[config.mk]
export PLATFORM = sky130hd
export DESIGN_NAME = fetch_unit
export DESIGN_NICKNAME = d
export VERILOG_FILES = /design/src/rtl/core_pkg.sv /design/src/rtl/fetch_skid.sv /design/src/rtl/fetch_unit_chk.sv /design/src/rtl/fetch_unit.sv
export SDC_FILE = /design/constraint.sdc
export NUM_CORES = 1
export LEC_CHECK = 0
export ABC_CLOCK_PERIOD_IN_PS = 2100
export BUFFER_PORTS_ARGS = -buffer_cell sky130_fd_sc_hd__clkbuf_2
export CORE_ASPECT_RATIO = 0.9
export CORE_MARGIN = 5
export CORE_UTILIZATION = 45
export CTS_CLUSTER_SIZE = 16
export DETAILED_ROUTE_END_ITERATION = 6
export PLACE_DENSITY_LB_ADDON = 0.12
export RECOVER_POWER = 25
export REMOVE_ABC_BUFFERS = 1
export SYNTH_ARGS = -nofsm -noshare
export SYNTH_HDL_FRONTEND = slang
export SYNTH_SLANG_ARGS = --single-unit
[constraint.sdc]
create_clock -name clk -period 2.1 [get_ports clk]
set_input_delay 0.21 -clock clk [delete_from_list [all_inputs] [get_ports clk]]
set_output_delay 0.21 -clock clk [all_outputs]
set_load 0.01 [all_outputs]
[src/rtl/core_pkg.sv]
// Shared core constants and types used by the fetch stage and its skid buffer.
package core_pkg;

   localparam logic [31:0] NOP_INSN         = 32'h0000_0013;
   localparam logic [31:0] RESET_PC_DEFAULT = 32'h0000_0000;

   typedef struct packed {
      logic [31:0] insn;
      logic [31:0] pc;
   } fetch_entry_t;

   function automatic logic [31:0] word_align(input logic [31:0] addr);
      return addr & 32'hFFFF_FFFC;
   endfunction

endpackage

[src/rtl/fetch_skid.sv]
// One-entry skid buffer that parks the in-flight fetch while the decoder stalls.
module fetch_skid
   import core_pkg::*;
(
   input  logic        clk,
   input  logic        reset,
   input  logic        load,
   input  logic        clear,
   input  logic [31:0] load_insn,
   input  logic [31:0] load_pc,
   output logic        valid,
   output logic [31:0] q_insn,
   output logic [31:0] q_pc
);

   fetch_entry_t entry_r;
   logic         valid_r;

   // Entry storage; clear wins over load so a redirect always empties the buffer.
   always_ff @(posedge clk) begin
      if (reset) begin
         valid_r <= 1'b0;
         entry_r <= '{insn: NOP_INSN, pc: 32'h0000_0000};
      end else if (clear) begin
         valid_r <= 1'b0;
         entry_r <= entry_r;
      end else if (load) begin
         valid_r <= 1'b1;
         entry_r <= '{insn: load_insn, pc: load_pc};
      end else begin
         valid_r <= valid_r;
         entry_r <= entry_r;
      end
   end

   assign valid  = valid_r;
   assign q_insn = entry_r.insn;
   assign q_pc   = entry_r.pc;

endmodule

[src/rtl/fetch_unit_chk.sv]
// Invariant checks for the fetch stage: the skid buffer must never be asked to hold a second entry.
module fetch_unit_chk (
   input logic clk,
   input logic reset,
   input logic skid_valid,
   input logic inflight,
   input logic stall
);

   skid_overflow_a: assert property (@(posedge clk) disable iff (reset)
      !(skid_valid && inflight && stall));

endmodule

[src/rtl/fetch_unit.sv]
// Instruction-fetch stage: owns the fetch PC, reads a 1-cycle synchronous imem and feeds the decoder.
module fetch_unit
   import core_pkg::*;
#(
   parameter logic [31:0] RESET_PC    = RESET_PC_DEFAULT,
   parameter int          IMEM_ADDR_W = 14
) (
   input  logic                   clk,
   input  logic                   reset,
   input  logic                   run_en,
   input  logic                   stall,
   input  logic                   redirect,
   input  logic [31:0]            redirect_pc,
   output logic                   imem_re,
   output logic [IMEM_ADDR_W-1:0] imem_addr,
   input  logic [31:0]            imem_rdata,
   output logic [31:0]            insn,
   output logic [31:0]            pc,
   output logic                   run
);

   logic [31:0] fetch_pc_r;
   logic [31:0] inflight_pc_r;
   logic        inflight_r;
   logic        issue_s;
   logic        skid_load_s;
   logic        skid_clear_s;
   logic        skid_valid_s;
   logic [31:0] skid_insn_s;
   logic [31:0] skid_pc_s;

   // Issue and skid control; a redirect cycle never issues so the wrong path is never read.
   always_comb begin
      issue_s      = run_en && !stall && !reset && !redirect;
      skid_load_s  = 1'b0;
      skid_clear_s = 1'b0;
      if (reset || redirect) begin
         skid_clear_s = 1'b1;
      end else if (!stall) begin
         skid_clear_s = skid_valid_s;
      end else begin
         skid_load_s = inflight_r && !skid_valid_s;
      end
   end

   assign imem_re   = issue_s;
   assign imem_addr = fetch_pc_r[IMEM_ADDR_W+1:2];

   // Fetch PC, in-flight tracking and the decoder-facing output register.
   always_ff @(posedge clk) begin
      if (reset) begin
         fetch_pc_r    <= RESET_PC;
         inflight_r    <= 1'b0;
         inflight_pc_r <= 32'h0000_0000;
         insn          <= NOP_INSN;
         pc            <= 32'h0000_0000;
         run           <= 1'b0;
      end else if (redirect) begin
         fetch_pc_r    <= word_align(redirect_pc);
         inflight_r    <= 1'b0;
         inflight_pc_r <= inflight_pc_r;
         insn          <= NOP_INSN;
         pc            <= pc;
         run           <= 1'b0;
      end else begin
         if (issue_s) begin
            fetch_pc_r    <= fetch_pc_r + 32'd4;
            inflight_pc_r <= fetch_pc_r;
            inflight_r    <= 1'b1;
         end else begin
            fetch_pc_r    <= fetch_pc_r;
            inflight_pc_r <= inflight_pc_r;
            inflight_r    <= 1'b0;
         end
         // Skid entry is older than any read in flight, so it drains first.
         if (stall) begin
            insn <= insn;
            pc   <= pc;
            run  <= run;
         end else if (skid_valid_s) begin
            insn <= skid_insn_s;
            pc   <= skid_pc_s;
            run  <= 1'b1;
         end else if (inflight_r) begin
            insn <= imem_rdata;
            pc   <= inflight_pc_r;
            run  <= 1'b1;
         end else begin
            insn <= NOP_INSN;
            pc   <= pc;
            run  <= 1'b0;
         end
      end
   end

   fetch_skid u_skid (
      .clk       (clk),
      .reset     (reset),
      .load      (skid_load_s),
      .clear     (skid_clear_s),
      .load_insn (imem_rdata),
      .load_pc   (inflight_pc_r),
      .valid     (skid_valid_s),
      .q_insn    (skid_insn_s),
      .q_pc      (skid_pc_s)
   );

   fetch_unit_chk u_chk (
      .clk        (clk),
      .reset      (reset),
      .skid_valid (skid_valid_s),
      .inflight   (inflight_r),
      .stall      (stall)
   );

endmodule
==> impl_summary.txt <==
----------------------------------------------------
[Timing]
  Normalized max-slew margin ... 0.136
  Final clock period utilization by the worst path ... 0.944
  Least-Margin Pin Slew ... between 1 and 1.5 ns
  Number of setup violations in the final report ... 0
  Fin crit period ... 1.98 ns
  Setup repair after global routing missed its margin ... yes
  Setup TNS ... 0 ns
  Fin Clk Skew ... 0.00751 ns
  Slew Viols, Final ... 0
  Fmax ... 504 MHz
  Final Hold Viols ... 0

[Critical path]
  Cell with the largest stage delay on the worst path ... or4_4
  Kind of end point of the critical path ... register
  Kind of critical path ... register to register
  Startpoint types ... register
  Worst path cell trace ... nand4_1, or4_4, or4_1, a311oi_1
  Required @ worst endpoint ... 2.43 ns
  Highest fanout seen on the critical path ... 7
  Max incr delay on CP ... 0.64 ns
  Data arrival, critical path ... 2.32 ns

[CTS]
  Clk slew on worst S/H paths ... 0.07 ns
  Clock tree from TritonCTS ... yes
  CTS sink count ... 187
  Clock insertion delay at the later pin of the skew report ... 0.43 ns
  CTS HTree Levels ... 4
  Number of buffers created by CTS ... 17
  Root buffer selected by CTS ... clkbuf_16
  Buffer levels on the longest clock path ... 2

[Yosys]
  Synth Area per Inst ... around 8 um2
  Synthesis warning total ... 0
  Combinational family with the most area after synthesis ... simple AND/OR/NAND/NOR gates
  Post-synthesis share of cell area spent on and, or, nand and nor gates ... 0.226
  Xor/xnor share of the synthesized area ... 0.00994
  Synthesized-area fraction occupied by ao, oa, aoi and oai cells ... 0.185
  Unique cell type count in the Yosys netlist ... 47
  Share of synthesized area occupied by flip-flops and latches ... 0.472
  Arithmetic-cell share of the synthesized area counting full adders, half adders and majority gates ... 0.00158
  Synthesized netlist cell count ... 995
  Post-synthesis cell area ... 7930 um2
  Fraction of synthesized area in multiplexers ... 0.0391
  Synth Register Bits ... 187

[Pwr]
  Total power density per cell area ... between 700 and 800 nW/um2
  Leakage power figure ... 3.29 nW
  Largest vdd supply drop ... ~0.60 mV

[Die]
  I/O pin cnt ... 149
  Floorplan core area ... approximately 17000 um2
  Placement Rows ... 46
  Chip Height ... 136 um
  Die width ... 150 um
  Die ar. ... 20400 um2
  Initial standard-cell utilization of the core ... 0.455

[Detailed routing]
  Antenna violation net count after detailed routing ... 0
  First-iteration detailed-routing DRC count ... 407
  Detail-routed net length per standard cell ... 14.9 um
  Detailed Route WL ... 20500 um
  Initial DRT Pass Iterations ... 4
  Via/cell ratio ... 5.17
  Residual DRC count ... 0
  Detailed-route via count ... 7103

[Global routing]
  Number of antenna violations at the first check in global routing ... 0
  Wire length of the first global-routing pass ... 33000 um
  Vias in the first global route ... between 6000 and 7000
  Largest net degree at the start of global routing ... 74
  Global-route usage over all layers ... 0.200
  Total congestion overflow ... 0

[Placed design]
  Port buffer count ... 144
  HPWL reported at the end of detailed placement ... 13600 um
  Routability Congestion ... just over 0.8

[Worst hold path]
  Path type of the worst min-delay path ... input pin to register

[Status]
  Run status ... complete, no violations

[Cells and area]
  Number of nets in the layout ... 1191
  Final core utilization ... 0.548
  Synth-to-layout area growth ... 20.6%
  FILL cells ... 1746
  Diodes inserted ... 0
  Fraction of final layout cells sized beyond drive strength 1 ... 0.161

[Flow run]
  Number of maximum-capacitance constraint violations ... 0

----------------------------------------------------
-- registers in the layout (all words and copies together), names as in the netlist --
name,cells
fetch_pc_r,30
inflight_r,1
u_skid.valid,1
insn,32
pc,30
inflight_pc_r,30
u_skid.q_pc,30
run,1
u_skid.q_insn,32
-- power by group --
| group | internal (mW) | switching [mW] | total [mW] |
|---|---|---|---|
| clock network | 1.92 | 1.40 | 3.32 |
| logic | 0.199 | 0.304 | 0.503 |
| registers | 3.61 | 0.0474 | 3.66 |
| total | 5.72 | 1.75 | 7.47 |
-- per-layer routing --
metal | track usage | up-vias | part of all wire
li1 | - | 3654 | -
met1 | 0.279 | 3278 | 0.49
met2 | 0.315 | 154 | 0.45
met3 | 0.0440 | 17 | 0.046
met4 | 0.0544 | 0 | 0.014
met5 | 0 | - | 0
-- layout by cell type (no fill, tap or decap), types with 3 or more instances in the layout --
master,count
a2111oi_0,5
a211o_1,3
a211oi_1,43
a21oi_1,157
a221oi_1,5
a311oi_1,9
and3_1,3
and4_1,6
buf_4,53
bufinv_16,3
clkbuf_1,56
clkbuf_16,17
clkbuf_2,91
clkinv_2,3
dfxtp_1,187
dlygate4sd3_1,5
inv_1,20
inv_6,3
mux2i_1,31
nand2_1,224
nand3_1,6
nand3b_1,29
nand4_1,9
nor2_1,89
nor3_1,8
nor4_1,8
o21ai_0,5
o31a_1,4
o31ai_1,6
or4_1,5
xnor2_1,6
xor2_1,3
-- worst paths after layout --
kind	start	to	slack (ns)	depth (start not counted)
setup / recovery	fetch_pc_r[6]$_SDFFE_PP0P_	fetch_pc_r[25]$_SDFFE_PP0P_	0.12	4
hold / removal	imem_rdata[26]	u_skid.q_insn[26]$_SDFFE_PP0P_	0.02	3
setup reg to reg	fetch_pc_r[6]$_SDFFE_PP0P_	fetch_pc_r[25]$_SDFFE_PP0P_	0.12	4
hold reg to reg	u_skid.q_insn[12]$_SDFFE_PP0P_	u_skid.q_insn[12]$_SDFFE_PP0P_	0.45	2
-- cell families (layout without fill, tap and decap cells) --
logic type / Yosys count / after routing
AND/OR/NAND/NOR: 402 / 402
XOR/XNOR: 9 / 9
AO/OA/AOI/OAI: 244 / 244
buffers and inverters: 120 / 258
other: 1 / 2
multiplexers: 31 / 31
adder cells (fa/ha/maj): 1 / 1
flip-flops: 187 / 187
-- cell usage after synthesis (all sizes together) --
cell     count  area, um2
or3b         1       8.76
nor4         8       50.1
and3         3       18.8
mux2i       31        310
and4b        1       10.0
xnor2        6       52.6
nor3b        2       15.0
o21bai       2       15.0
clkbuf      70        263
a21oi      157        786
nor2        89        334
xor2         3       26.3
conb         1       3.75
nand3        6       30.0
o21a         1       7.51
nor2b        1       6.26
nand4bb      1       11.3
or4          7       56.3
o31a         4       35.0
o31ai        6       45.0
a221oi       5       43.8
dfxtp      187       3740
nand4b       1       8.76
a211o        3       26.3
ha           1       12.5
nand3b      29        218
nand2      224        841
a2111oi      5       43.8
nand4        9       56.3
buf         30        184
a221o        1       10.0
o21ai        5       25.0
a311oi       9       78.8
a31oi        1       6.26
and4         6       52.6
inv         20       75.1
nor3         9       45.0
or3          3       18.8
or2          2       12.5
a211oi      43        323
a21boi       1       7.51
a311o        1       10.0
-- cell type report --
| cell class | instances | area (um2) | share of cell area |
|---|---|---|---|
| inverter | 20 | 75.1 | 0.00786 |
| clock buffer | 19 | 443 | 0.0464 |
| clock inverter | 13 | 164 | 0.0172 |
| timing repair buffer | 206 | 1150 | 0.120 |
| sequential | 187 | 3740 | 0.392 |
| tap | 240 | 300 | 0.0314 |
| multi-input combinational | 689 | 3680 | 0.385 |
-- worst max-delay path, delay by kind of cell, from the launching register on --
kind	cells	cell delay [ns]
flops	1	0.33
simple gates	3	1.30
compound gates	1	0.26
-- what timing repair did --
| action | 4_1_cts | 5_1_grt |
|---|---|---|
| setup buffers | 0 | 0 |
| endpoints found under the hold margin | 5 | 0 |
| endpoints found under the setup margin | 0 | 3 |
| hold buffers | 5 | 0 |
| gates resized for setup | 0 | 2 |
-- through the flow --
stage / cell area (um2) / std cells / hold slack (ns) / power [mW] / worst slack [ns]
2_1_floorplan: 7480 / 896 / 0.279 / 3.93 / -3.78
3_3_place_gp: 8970 / 1337 / 0.437 / 4.23 / 0.0115
3_5_place_dp: 8970 / 1337 / 0.441 / 4.24 / -0.0291
4_1_cts: 9630 / 1374 / 0.000114 / 7.56 / 0.0601
5_1_grt: 9560 / 1374 / 0.000290 / 7.76 / -0.00634
6_report: 9560 / 1374 / 0.0191 / 7.47 / 0.117
Note: power is estimated with default switching activity, not from simulation.
